**src/rtl/addrreg_bus_sequencer.sv**
```systemverilog
// Shares one address bus among NUM_REG address registers: round-robin grant, timed
// ASSERT_bar drive, optional post-increment, one-cycle ACK. Option: ADDRSEQ_PC_PRIORITY_EN.
module addrreg_bus_sequencer #(
  parameter int unsigned NUM_REG     = 4,
  parameter int unsigned WAIT_STATES = 1
) (
  input  logic                       CLK,
  input  logic                       RST,
  input  logic [NUM_REG-1:0]         REQ,
  input  logic [NUM_REG-1:0]         REQ_INC,
  output logic [NUM_REG-1:0]         ASSERT_bar,
  output logic [NUM_REG-1:0]         INC,
  output logic [NUM_REG-1:0]         ACK,
  output logic                       MEM_STROBE,
  output logic                       BUSY,
  output logic [$clog2(NUM_REG)-1:0] GRANT_IDX
);

  localparam int unsigned IDX_W = $clog2(NUM_REG);
  localparam int unsigned CNT_W = 4;

  typedef enum logic [1:0] {
    S_IDLE,
    S_ADDR,
    S_INCR,
    S_DONE
  } state_t;

  state_t             state_q, state_d;
  logic [IDX_W-1:0]   gnt_q, gnt_d;
  logic [IDX_W-1:0]   rr_q, rr_d;
  logic               inc_l_q, inc_l_d;
  logic [CNT_W-1:0]   wcnt_q, wcnt_d;

  logic               pick_vld;
  logic [IDX_W-1:0]   pick_idx;

  logic [NUM_REG-1:0] assert_bar_d;
  logic [NUM_REG-1:0] inc_d;
  logic [NUM_REG-1:0] ack_d;
  logic               strobe_d;
  logic               busy_d;

  // Arbiter: first requester found searching upward from rr_q+1, wrapping
  always_comb begin
    int cand;
    pick_vld = 1'b0;
    pick_idx = '0;
    cand     = 0;
    for (int k = 1; k <= int'(NUM_REG); k++) begin
      cand = (int'(rr_q) + k) % int'(NUM_REG);
      if (!pick_vld && REQ[IDX_W'(cand)]) begin
        pick_vld = 1'b1;
        pick_idx = IDX_W'(cand);
      end
    end
`ifdef ADDRSEQ_PC_PRIORITY_EN
    if (REQ[0]) begin
      pick_vld = 1'b1;
      pick_idx = '0;
    end
`endif
  end

  // Next state, then output decode of the next state so outputs come straight from flops
  always_comb begin
    state_d = state_q;
    gnt_d   = gnt_q;
    rr_d    = rr_q;
    inc_l_d = inc_l_q;
    wcnt_d  = wcnt_q;

    unique case (state_q)
      S_IDLE: begin
        if (pick_vld) begin
          state_d = S_ADDR;
          gnt_d   = pick_idx;
          inc_l_d = REQ_INC[pick_idx];
          wcnt_d  = CNT_W'(WAIT_STATES);
`ifdef ADDRSEQ_PC_PRIORITY_EN
          if (pick_idx != '0) rr_d = pick_idx;
`else
          rr_d    = pick_idx;
`endif
        end
      end
      S_ADDR: begin
        if (wcnt_q == '0) begin
          state_d = inc_l_q ? S_INCR : S_DONE;
        end else begin
          wcnt_d = wcnt_q - CNT_W'(1);
        end
      end
      S_INCR:  state_d = S_DONE;
      S_DONE:  state_d = S_IDLE;
      default: state_d = S_IDLE;
    endcase

    assert_bar_d = '1;
    inc_d        = '0;
    ack_d        = '0;
    strobe_d     = 1'b0;
    busy_d       = (state_d != S_IDLE);

    unique case (state_d)
      S_ADDR: begin
        assert_bar_d[gnt_d] = 1'b0;
        strobe_d            = (wcnt_d == '0);
      end
      S_INCR:  inc_d[gnt_d] = 1'b1;
      S_DONE:  ack_d[gnt_d] = 1'b1;
      default: ;
    endcase
  end

  always_ff @(posedge CLK) begin
    if (RST) begin
      state_q    <= S_IDLE;
      gnt_q      <= '0;
      rr_q       <= IDX_W'(NUM_REG - 1);
      inc_l_q    <= 1'b0;
      wcnt_q     <= '0;
      ASSERT_bar <= '1;
      INC        <= '0;
      ACK        <= '0;
      MEM_STROBE <= 1'b0;
      BUSY       <= 1'b0;
      GRANT_IDX  <= '0;
    end else begin
      state_q    <= state_d;
      gnt_q      <= gnt_d;
      rr_q       <= rr_d;
      inc_l_q    <= inc_l_d;
      wcnt_q     <= wcnt_d;
      ASSERT_bar <= assert_bar_d;
      INC        <= inc_d;
      ACK        <= ack_d;
      MEM_STROBE <= strobe_d;
      BUSY       <= busy_d;
      GRANT_IDX  <= gnt_d;
    end
  end

endmodule

```
**config.mk**
```make
export PLATFORM = sky130hd
export DESIGN_NAME = addrreg_bus_sequencer
export DESIGN_NICKNAME = d
export VERILOG_FILES = /design/src/rtl/addrreg_bus_sequencer.sv
export SDC_FILE = /design/constraint.sdc
export NUM_CORES = 1
export LEC_CHECK = 0
export ABC_AREA = 1
export BUFFER_PORTS_ARGS = -buffer_cell sky130_fd_sc_hd__buf_2
export CAP_MARGIN = 20
export CORE_UTILIZATION = 56
export CTS_BUF_LIST = sky130_fd_sc_hd__clkbuf_4 sky130_fd_sc_hd__clkbuf_8
export CTS_CLUSTER_SIZE = 10
export DETAILED_ROUTE_END_ITERATION = 8
export GPL_ROUTABILITY_DRIVEN = 0
export GPL_TIMING_DRIVEN = 0
export PLACE_DENSITY = 0.81
export SYNTH_ARGS = -nofsm -noshare
export SYNTH_HDL_FRONTEND = slang
export SYNTH_SLANG_ARGS = --single-unit
```
**constraint.sdc**
```tcl
create_clock -name CLK -period 2.3 [get_ports CLK]
set_clock_uncertainty 0.2 [all_clocks]
set_input_delay 0.575 -clock CLK [delete_from_list [all_inputs] [get_ports CLK]]
set_output_delay 0.575 -clock CLK [all_outputs]
set_load 0.03 [all_outputs]
```
==> impl_metrics.json <==
{
  "status": "finished, final reports clean",
  "pre_cts_ws_ps": 108,
  "grt_first_pass_wirelength_um": 4130,
  "maxSlewHeadroom_pct": 68.4,
  "final_common_cell": "nand2_1",
  "fin_crit_sh_pct": 86.4,
  "final_cell_mix": "37 x nand2_1, 25 x dfxtp_1, 25 x buf_2",
  "tns_ps": 0,
  "drive_above_1_share_pct": 30.9,
  "rows": 17,
  "clkTransAtPathRegs_ps": 140,
  "ioPinCount": 26,
  "cts_setup_buffers": 0,
  "grt_setup_unrepaired": "false",
  "grt_pass1_vias": 1012,
  "regToRegEndpoint": "ACK[3]$_SDFF_PP0_",
  "hold_end": "state_q[1]$_SDFF_PP0_",
  "hold_path_class": "in2reg",
  "port_buffers": 25,
  "die_h_um": 50.4,
  "seq_area_frac_synth_pct": 38.1,
  "min_from": "RST",
  "fin_cells": 235,
  "ys_warn_count": 0,
  "routed_wl_um": 2450,
  "timing.rr.start": "rr_q[0]$_SDFFE_PP1P_",
  "root_buffer": "clkbuf_4",
  "cts_made_buffers": 3,
  "holdBufCountCts": 0,
  "slew_viol_final": 0,
  "cts_tree": "built",
  "via_per_inst": 4.96,
  "min_period_ps": 1990,
  "worstPathMaxFanout": 10,
  "hold_viol": 0,
  "fin_nets": 219,
  "grt_max_degree": 16,
  "antenna_cells": 0,
  "fmax_mhz": 503,
  "track_usage_pct": 21.3,
  "synth_cells": 178,
  "p_leak_nw": 0.781,
  "finalSetupViolations": 0,
  "path_class": "reg2reg",
  "hpwlAfterDp_um": 1990,
  "h-tree-depth": 1,
  "end_kind": "flop",
  "synth_seq_cells": 25,
  "wl_per_cell_um": 10.4,
  "synth_cell_type_count": 30,
  "dieArea_um2": 2540,
  "reg2reg_slack_ps": 310,
  "total_power_mw": 2.46,
  "clk_path_buf_depth": 2,
  "cts_resized": 0,
  "setup_slack_ps": 314,
  "syn_area_per_cell_um2": 7.38,
  "drc": 0,
  "antenna_found_initial": 0,
  "clk_latency_ps": 310,
  "start_util_pct": 59.4,
  "die_w_um": 50.4,
  "crit_arrival_ps": 2010,
  "peakVddDrop_mv": 0.828,
  "drtAntennaViolNets": 0,
  "drt-initial-drc-count": 10,
  "core_um2": 2210,
  "maxCapViolCount": 0,
  "synth.net_count": 189,
  "cts_num_sinks": 25,
  "dr_total_vias": 1165,
  "synth_area_um2": 1310,
  "worstMarginPinSlew_ps": 474,
  "place_inst": 231,
  "overflow": 0,
  "power_density_nw_per_um2": 1630,
  "drtPass1Iterations": 4,
  "reg2reg_depth": 14,
  "critPathRequiredTime_ps": 2320,
  "area_delta_synth_final_pct": 14.5,
  "final_util_pct": 68.0,
  "worstHoldPathCells": 2,
  "startpoint_type": "flop"
}
per-layer routing:
metal	wire length, um	track usage [%]	part of all wire, %
met3	85	3.64	3.5
met2	1160	36.7	47
met4	17	5.56	0.69
met1	1180	27.3	48
met5	0	0	0
metrics by stage:
stage	hold slack (ps)	cell area (um2)
floorplan	281	1310
global placement	298	1470
detailed placement	302	1470
CTS	247	1500
global route	238	1500
finish	255	1500
state kept, by name (all words and copies together) (netlist names):
signal	flops
ASSERT_bar	4
INC	4
inc_l_q	1
BUSY	1
wcnt_q	4
rr_q	2
MEM_STROBE	1
state_q	2
ACK	4
gnt_q	2
critical path, cell delays in order (launching register included):
cell and delay, ps:
dfxtp_1 360, buf_6 150, inv_8 50, nand2_4 60, nand2_4 50, nand2_2 90
nand2_4 80, nor2_8 110, nand3_4 100, nand2_4 110, inv_4 70, o21ai_4 240
inv_2 80, nand2_1 90, nor2_1 50
layout make-up:
cell class              instances  area [um2]
inverters                      27         114
clock buffers                   3        22.5
multi-input cells             123         673
flip-flops and latches         25         500
well taps                      28        35.0
repair buffers                 25         125
fillers                       190         708
clock inverters                 1        7.51
plain buffers                   3        26.3
cell usage after synthesis:
cell type / n / area share [%]
xnor2_1: 1 / 0.67
buf_6: 2 / 1.7
nor3_1: 3 / 1.1
nand3_1: 16 / 6.1
inv_2: 3 / 0.86
dfxtp_1: 25 / 38
o21ai_1: 1 / 0.38
o211ai_1: 1 / 0.57
ha_1: 1 / 0.95
o21ai_4: 1 / 1.2
nand3_2: 1 / 0.76
xor2_1: 1 / 0.67
inv_8: 1 / 0.86
o21ai_2: 1 / 0.67
nand4_1: 4 / 1.9
nor2_8: 1 / 1.5
o21ai_0: 3 / 1.1
nand2_1: 37 / 11
nor2_1: 23 / 6.6
nor4_1: 1 / 0.48
clkbuf_1: 1 / 0.29
nand2_2: 13 / 6.2
nor2_2: 1 / 0.48
a21oi_1: 4 / 1.5
nand2_4: 6 / 5.1
inv_4: 2 / 0.95
nand3_4: 1 / 1.3
inv_1: 21 / 6.0
or2_2: 1 / 0.48
nor3_2: 1 / 0.76
worst max-delay path by stage:
stage | from | slack [ps] | end
after floorplan | REQ[0] | 390 | ACK[3]$_SDFF_PP0_
after global placement | REQ[1] | 150 | ACK[3]$_SDFF_PP0_
after detailed placement | REQ[0] | 110 | ACK[3]$_SDFF_PP0_
after CTS | rr_q[0]$_SDFFE_PP1P_ | 310 | ACK[3]$_SDFF_PP0_
after global routing | rr_q[1]$_SDFFE_PP1P_ | 160 | ACK[0]$_SDFF_PP0_
final | rr_q[0]$_SDFFE_PP1P_ | 310 | ACK[3]$_SDFF_PP0_
cells by family (layout without fill, tap and decap cells):
family | after synthesis | in the layout | synth area share (%)
AND/OR/NAND/NOR | 109 | 109 | 43.4
buffers and inverters | 30 | 59 | 10.7
flip-flops | 25 | 25 | 38.1
AO/OA/AOI/OAI | 11 | 11 | 5.52
XOR/XNOR | 2 | 2 | 1.33
adder cells (fa/ha/maj) | 1 | 1 | 0.952
power by group:
| group | switching [mW] | leakage [nW] | internal [mW] |
|---|---|---|---|
| combinational | 1.13 | 0.562 | 0.520 |
| clock | 0.130 | 0.0139 | 0.0662 |
| sequential | 0.0507 | 0.205 | 0.558 |
| total | 1.31 | 0.781 | 1.14 |
Power figures use the tool's default switching activity.
